<file path="src/rtl/riscv_pkg.sv">
// Shared RV32I core types: data width, register address width, zero register.
// Imported by the register file and its load scoreboard.
package riscv_pkg;
    localparam int XLEN   = 32;
    localparam int REG_AW = 5;

    typedef logic [XLEN-1:0]   word_t;
    typedef logic [REG_AW-1:0] reg_addr_t;

    localparam reg_addr_t REG_ZERO = '0;
endpackage

</file>
<file path="src/rtl/regfile_scoreboard.sv">
// Load-busy scoreboard: one bit per register, set by an issuing load and cleared by writeback; drives StallD.
// REGFILE_BYPASS_EN: a writeback to a busy register releases the stall in that same cycle.
module regfile_scoreboard
    import riscv_pkg::*;
#(
    parameter int AW = REG_AW
) (
    input  logic          clk,
    input  logic          rst,
    input  logic          i_set_vld,
    input  logic [AW-1:0] i_set_addr,
    input  logic          i_wr_vld,
    input  logic [AW-1:0] i_wr_addr,
    input  logic [AW-1:0] i_a1,
    input  logic [AW-1:0] i_a2,
    input  logic          i_use1,
    input  logic          i_use2,
    output logic          o_stall
);
    localparam int NREG = 2 ** AW;

    logic [NREG-1:0] r_busy;
    logic [NREG-1:0] w_busy_eff;
    logic            w_set;
    logic            w_clr;

    assign w_set = i_set_vld && (i_set_addr != AW'(REG_ZERO));
    assign w_clr = i_wr_vld && (i_wr_addr != AW'(REG_ZERO));

    // Set is applied after clear so a newer load on the same register keeps it busy.
    always_ff @(posedge clk or posedge rst) begin
        if (rst) begin
            r_busy <= '0;
        end else begin
            if (w_clr) r_busy[i_wr_addr]  <= 1'b0;
            if (w_set) r_busy[i_set_addr] <= 1'b1;
        end
    end

    always_comb begin
        w_busy_eff = r_busy;
`ifdef REGFILE_BYPASS_EN
        if (w_clr) w_busy_eff[i_wr_addr] = 1'b0;
`endif
    end

    assign o_stall = (i_use1 && (i_a1 != AW'(REG_ZERO)) && w_busy_eff[i_a1])
                  || (i_use2 && (i_a2 != AW'(REG_ZERO)) && w_busy_eff[i_a2]);
endmodule

</file>
<file path="src/rtl/regfile_wb.sv">
// RV32I register file fed by writeback: two combinational read ports, one write port, load-use stall.
// REGFILE_BYPASS_EN: same-cycle write-through on the read ports and early stall release.
module regfile_wb
    import riscv_pkg::*;
#(
    parameter int W  = XLEN,
    parameter int AW = REG_AW
) (
    input  logic          clk,
    input  logic          rst,
    input  logic [AW-1:0] A1D,
    input  logic [AW-1:0] A2D,
    output logic [W-1:0]  RD1D,
    output logic [W-1:0]  RD2D,
    input  logic          Use1D,
    input  logic          Use2D,
    input  logic          LoadIssueE,
    input  logic [AW-1:0] RdE,
    input  logic          FlushE,
    input  logic          RegWriteW,
    input  logic [AW-1:0] RdW,
    input  logic [W-1:0]  ResultW,
    output logic          StallD
);
    localparam int NREG = 2 ** AW;

    logic [W-1:0] r_regs [NREG];
    logic         w_wr;

    assign w_wr = RegWriteW && (RdW != AW'(REG_ZERO));

    // x0 is reset with the rest and never written, so it always reads zero.
    always_ff @(posedge clk or posedge rst) begin
        if (rst) begin
            for (int i = 0; i < NREG; i++) r_regs[i] <= '0;
        end else if (w_wr) begin
            r_regs[RdW] <= ResultW;
        end
    end

    always_comb begin
        RD1D = (A1D == AW'(REG_ZERO)) ? '0 : r_regs[A1D];
        RD2D = (A2D == AW'(REG_ZERO)) ? '0 : r_regs[A2D];
`ifdef REGFILE_BYPASS_EN
        if (w_wr && (RdW == A1D)) RD1D = ResultW;
        if (w_wr && (RdW == A2D)) RD2D = ResultW;
`endif
    end

    regfile_scoreboard #(.AW(AW)) u_scoreboard (
        .clk       (clk),
        .rst       (rst),
        .i_set_vld (LoadIssueE && !FlushE),
        .i_set_addr(RdE),
        .i_wr_vld  (RegWriteW),
        .i_wr_addr (RdW),
        .i_a1      (A1D),
        .i_a2      (A2D),
        .i_use1    (Use1D),
        .i_use2    (Use2D),
        .o_stall   (StallD)
    );
endmodule

</file>
<file path="config.mk">
export PLATFORM = sky130hd
export DESIGN_NAME = regfile_wb
export DESIGN_NICKNAME = d
export VERILOG_FILES = /design/src/rtl/riscv_pkg.sv /design/src/rtl/regfile_scoreboard.sv /design/src/rtl/regfile_wb.sv
export SDC_FILE = /design/constraint.sdc
export NUM_CORES = 2
export LEC_CHECK = 0
export CELL_PAD_IN_SITES_DETAIL_PLACEMENT = 0
export CELL_PAD_IN_SITES_GLOBAL_PLACEMENT = 1
export CORE_UTILIZATION = 55
export CTS_CLUSTER_SIZE = 20
export DETAILED_ROUTE_END_ITERATION = 10
export GPL_ROUTABILITY_DRIVEN = 0
export HOLD_SLACK_MARGIN = 0.1
export PLACE_DENSITY = 0.87
export SYNTH_ARGS = -nofsm -noshare
export SYNTH_HDL_FRONTEND = slang
export SYNTH_SLANG_ARGS = --single-unit
</file>
<file path="constraint.sdc">
create_clock -name clk -period 77.5 [get_ports clk]
set_clock_uncertainty 0.2 [all_clocks]
set_input_delay 11.625 -clock clk [delete_from_list [all_inputs] [get_ports clk]]
set_output_delay 11.625 -clock clk [all_outputs]
set_load 0.01 [all_outputs]
</file>
After elaboration in Yosys (flattened, before gate mapping). Index checks and enable logic that the tools add are counted.

Magnitude comparators: 10. Mux-type cells: 21. Bitwise gates (word level): 6. Reduce and logical (&&, ||, !) cells: 18.

Operators by type and width (number): bitwise mux 1024 bit (1); binary-select mux 32 bit (select 5 bit) (2); two-way mux 32 bit (9); demux 32 bit (select 5 bit) (1); bitwise AND 32 bit (1); inverter 32 bit (1); bitwise OR 32 bit (1); less-than comparator 5 x 6 -> 1 bit, second input constant (4); nonzero test 5 bit (4); greater-or-equal comparator 6 bit, second input constant (3); inverter 5 -> 6 bit (3); binary-select mux 1 bit (select 5 bit) (2); demux 1 bit (select 5 bit) (2); greater-or-equal comparator 5 x 1 -> 1 bit, second input constant (2); logical AND 1 bit (10); zero test 5 bit (2); less-than comparator 6 x 1 -> 1 bit, second input constant (1); two-way mux 1 bit (4); zero test 1 bit (1); logical OR 1 bit (1).

Register bits: 1056. Bits of input ports: 59. Output and inout bits: 65. Logic and storage cells: 88.

Depth between registers and ports, before layout.
Depth after elaboration: 9. Mapped depth: 9. Mapped depth without buffers: 4.

By module. From an unflattened synthesis, not the netlist that was laid out.

Cell total of the unflattened synthesis: 3957. Area, all modules: 56696.9 sq um.

Modules (own cells, without submodules): regfile_wb (instances 1, cells an instance 3784, area an instance 54800.1 sq um, seq. area each 25624.6 sq um); regfile_scoreboard (instances 1, cells an instance 173, area an instance 1896.8 sq um, seq. area each 800.8 sq um).

Worst setup path after synthesis. No wires, ideal clock.

Kind: input to output. From: in A2D[1]. To: out RD2D[1]. Arrival time: 13342 ps. Data required time: 65675 ps. Setup slack: 52333 ps. Stages on the path: 7. Path buffers: 3. Cell sequence: buf_2 clkbuf_1 clkbuf_1 mux4_2 mux4_2 nand2_1 o21ai_0.

Word-level cells in the longest chain between the ends: 5. Elaborated cells between the ends (all ways): 6. Classes of those cells: 4 x mux; 1 x bitwise; 1 x reduce/logical.

RTL lines: start, declared (line regfile_wb.sv:12) `input logic [AW-1:0] A2D,`; inverter 5 -> 6 bit (implied by the code) (line regfile_wb.sv:43) `RD2D = (A2D == AW'(REG_ZERO)) ? '0 : r_regs[A2D];`; binary-select mux 32 bit (select 5 bit) (line regfile_wb.sv:43); two-way mux 32 bit (implied by the code) (2 in a row) (line regfile_wb.sv:43); two-way mux 32 bit * (line regfile_wb.sv:43); end, declared (line regfile_wb.sv:14) `output logic [W-1:0] RD2D,`.

Mark *: on every way between the ends. The rest lies on a longest branch, timed or not. The select of a mux whose other input is x is not followed.

Worst setup path after layout.
From: in A1D[0]. To: out RD1D[22].

Word-level cells in the longest chain between the ends: 5. Elaborated cells between the ends (all ways): 6. Classes of those cells: 4 x mux; 1 x bitwise; 1 x reduce/logical.

RTL lines: start, declared (line regfile_wb.sv:11) `input logic [AW-1:0] A1D,`; inverter 5 -> 6 bit (implied by the code) (line regfile_wb.sv:42) `RD1D = (A1D == AW'(REG_ZERO)) ? '0 : r_regs[A1D];`; binary-select mux 32 bit (select 5 bit) (line regfile_wb.sv:42); two-way mux 32 bit (implied by the code) (2 in a row) (line regfile_wb.sv:42); two-way mux 32 bit * (line regfile_wb.sv:42); end, declared (line regfile_wb.sv:13) `output logic [W-1:0] RD1D,`.

Marked as above.

==> reports/qor.csv <==
stage,metric,value,unit
outcome,status,"complete, no violations",
floorplan,Die X,321,um
power_and_ir_drop,power per cell area,26.5,nW/um^2
cells_and_area,nets@finish,3518,
critical_path,CP endpoint kind,output port,
critical_path,slowest cell delay on critical path,790,ps
power_and_ir_drop,internal power,1.20,mW
critical_path,"Cell Chain, Critical Path","buf_8, buf_4, buf_4, buf_4, mux4_2, mux2_2, a221oi_1, nor3_1, clkdlybuf4s50_1",
global_routing,routing usage on met3,5.59,%
clock_network,clock root cell,clkbuf_16,
floorplan,die height,321,um
synth,syn avg cell area,15.6,sq um
timing,final hold violations,0,
route,DRT antenna net count,0,
timing,worst slew pin tran,1290,ps
power_and_ir_drop,switching share of power,26.3,%
timing,Worst Hold Slack,196,ps
synth,Ys Warns,0,
synth,biggest area consumer among synthesized cells,dfrtp_1,
clock_network,htree depth,3,
floorplan,Initial Util,55.7,%
timing,RSZ-0062 raised after global routing,false,
route,via density per instance,7.04,
synth,Synth Flop Type,dfrtp_1,
critical_path,crit path max fanout,66,
place,Final HPWL DP,81.8,mm
route,overall routed net length,160,mm
synth,Post-synth EDFFs,0,
synth,Seq cells post-synth,1056,
power_and_ir_drop,clock network power share,35.0,%
clock_network,worst skew pair latency,670,ps
timing,Rel. slew slack,13.6,%
synth,Synth cell types,48,
floorplan,FP Rows,116,
critical_path,CP Class,input port to output port,
power_and_ir_drop,leakage power,26.4,nW
global_routing,GRT met1 Usage,44.7,%
route,drt drc,0,
power_and_ir_drop,combinational power share,20.1,%
min_path,worst min path class,register to register,
run,max_cap viols,0,
timing,highest achievable clock rate,35.4,MHz
synth,Synth Instances,3576,
route,Vias,34535,
global_routing,initial antenna violation count,4,
floorplan,IO Count,124,
critical_path,crit path DAT,16460,ps
floorplan,area of the core,100000,sq um
critical_path,Critical Path Start,A1D[0],
route,initial drt markers,3630,
global_routing,M2 GR Usage,50.5,%
clock_network,post-CTS setup buffers,0,
global_routing,vias in the first global route,36015,
global_routing,GRT Overall Usage,31.9,%
timing,setup_tns,0,ps
synth,syn nets,3635,
clock_network,Num CTS Buffers,111,
cells_and_area,share of cells above drive strength 1,53.1,%
critical_path,"Req. time, crit path",65680,ps
power_and_ir_drop,worst-case vdd ir drop,0.0000208,V
synth,synth top area cells,"dfrtp_1, mux4_2, mux2_2",
place,# port buffers,123,
clock_network,clock net sink count,1056,
synth,Synth async-reset ratio,100,%
clock_network,Clock Path Buffers,3,
timing,Final min period,28280,ps
critical_path,slowest CP cell,buf_4,
clock_network,CTS resizes,0,
critical_path,"most used cell, CP",buf_4,
min_path,hold path start,r_regs[1013],
global_routing,GR peak layer,met2,
clock_network,"Reg clk slew, reported paths",60,ps
route,wire length per cell,32.6,um
timing,"Setup violations, final",0,
cells_and_area,area delta synth->final,10.2,%
global_routing,total grt overflow,0,
power_and_ir_drop,sw power,0.428,mW
global_routing,largest net degree at the start of global routing,168,
clock_network,CTS tree,yes,
timing,final worst-path cycle share,36.5,%
synth,Synth top area share,47.2,%
critical_path,worst r2r src,r_regs[648],
global_routing,first-pass GRT wire length,242,mm
critical_path,CP Launch Type,input port,
timing,Max Slew Vio Count,0,
power_and_ir_drop,sequential share of power,44.9,%
route,router iterations before antenna repair,5,
synth,Syn Std Cell Area,56000,sq um
clock_network,CTS Hold Bufs,0,
synth,"Seq/Total Area, Yosys",47.2,%
floorplan,total die area,103000,sq um
-- flip-flops by register name (all words and copies together) (netlist names) --
signal               cells
r_regs                1024
u_scoreboard.r_busy     32
-- Yosys cell counts (3+ instances only) --
master	number
nand3_1	7
nand2b_1	3
a31oi_1	3
o21ai_1	12
mux4_2	548
nand3b_1	6
nor2_1	28
buf_1	39
buf_4	27
nor3_1	31
a21oi_1	3
dfrtp_1	1056
o221ai_1	53
a221oi_1	51
mux2i_1	111
mux2_2	1046
a22o_1	21
clkbuf_1	220
buf_6	6
nand2_1	65
nor3b_1	4
buf_2	123
nand4b_1	3
o21ai_0	33
inv_1	42
nor2b_1	8
-- cell families after synthesis --
group | after synthesis | share of synthesized area, %
AO/OA/AOI/OAI | 188 | 2.60
multiplexers | 1705 | 45.1
flip-flops | 1056 | 47.2
AND/OR/NAND/NOR | 169 | 1.47
buffers and inverters | 458 | 3.61
-- through the flow --
step	worst slack (ps)	area, sq um	cells	util (%)	power, mW
6_report	49220	61700	4909	61.4	1.63
5_1_grt	48870	61700	4909	61.4	1.70
4_1_cts	49150	61700	4907	61.4	1.63
3_5_place_dp	49160	57700	4703	57.5	1.06
3_3_place_gp	49140	57700	4703	57.5	1.05
2_1_floorplan	35950	56000	3576	-	0.975
-- placed cells by master, fill, tap and decap left out, drive strengths merged, types with 8 or more instances in the layout --
cell type / n
inv: 46
nor2b: 8
clkinvlp: 8
clkdlybuf4s50: 114
mux2: 1046
a221oi: 51
dfrtp: 1056
o21ai: 45
bufinv: 17
nand2: 65
nor3: 31
clkbuf: 155
mux4: 548
buf: 71
nor2: 28
a22o: 21
o221ai: 53
clkinv: 21
mux2i: 111
-- layer usage --
| layer | vias to the layer above | share of wire [%] |
|---|---|---|
| met2 | 1605 | 48 |
| li1 | 13693 | - |
| met4 | 2 | 3.5 |
| met3 | 326 | 7.9 |
| met1 | 18909 | 40 |
| met5 | - | 0.0088 |
-- critical path: cells and delay by family --
family          cells  cell delay [ps]
simple gates        1              150
compound gates      1              310
mux                 2              870
buf+inv             5             3250
-- area by class of cell --
cell class,count,area [sq um]
diodes,2,5.00
clock buffers,155,3160
clock inverters,49,754
fillers,7432,38800
inverters,43,174
multi-input cells,2062,27700
flip-flops and latches,1056,26400
well taps,1357,1700
repair buffers,185,1740
-- power groups by stage --
| stage | logic, mW | registers [mW] | clock network [mW] |
|---|---|---|---|
| after global placement | 0.319 | 0.729 | 0 |
| after global routing | 0.350 | 0.745 | 0.600 |
| after floorplan | 0.261 | 0.714 | 0 |
| after CTS | 0.329 | 0.728 | 0.577 |
| after detailed placement | 0.327 | 0.737 | 0 |
| final | 0.328 | 0.732 | 0.572 |
-- final timing paths --
check	endpoint	slack, ps	cells past startpoint
worst max-delay path	RD1D[22]	49220	9
worst min-delay path	r_regs[1013]	200	0
worst max register to register	r_regs[648]	76480	1
worst min register to register	r_regs[1013]	200	0
max in group asynchronous	r_regs[848]	61570	6
min in group asynchronous	r_regs[830]	11290	2
Note: power is estimated with default switching activity, not from simulation.
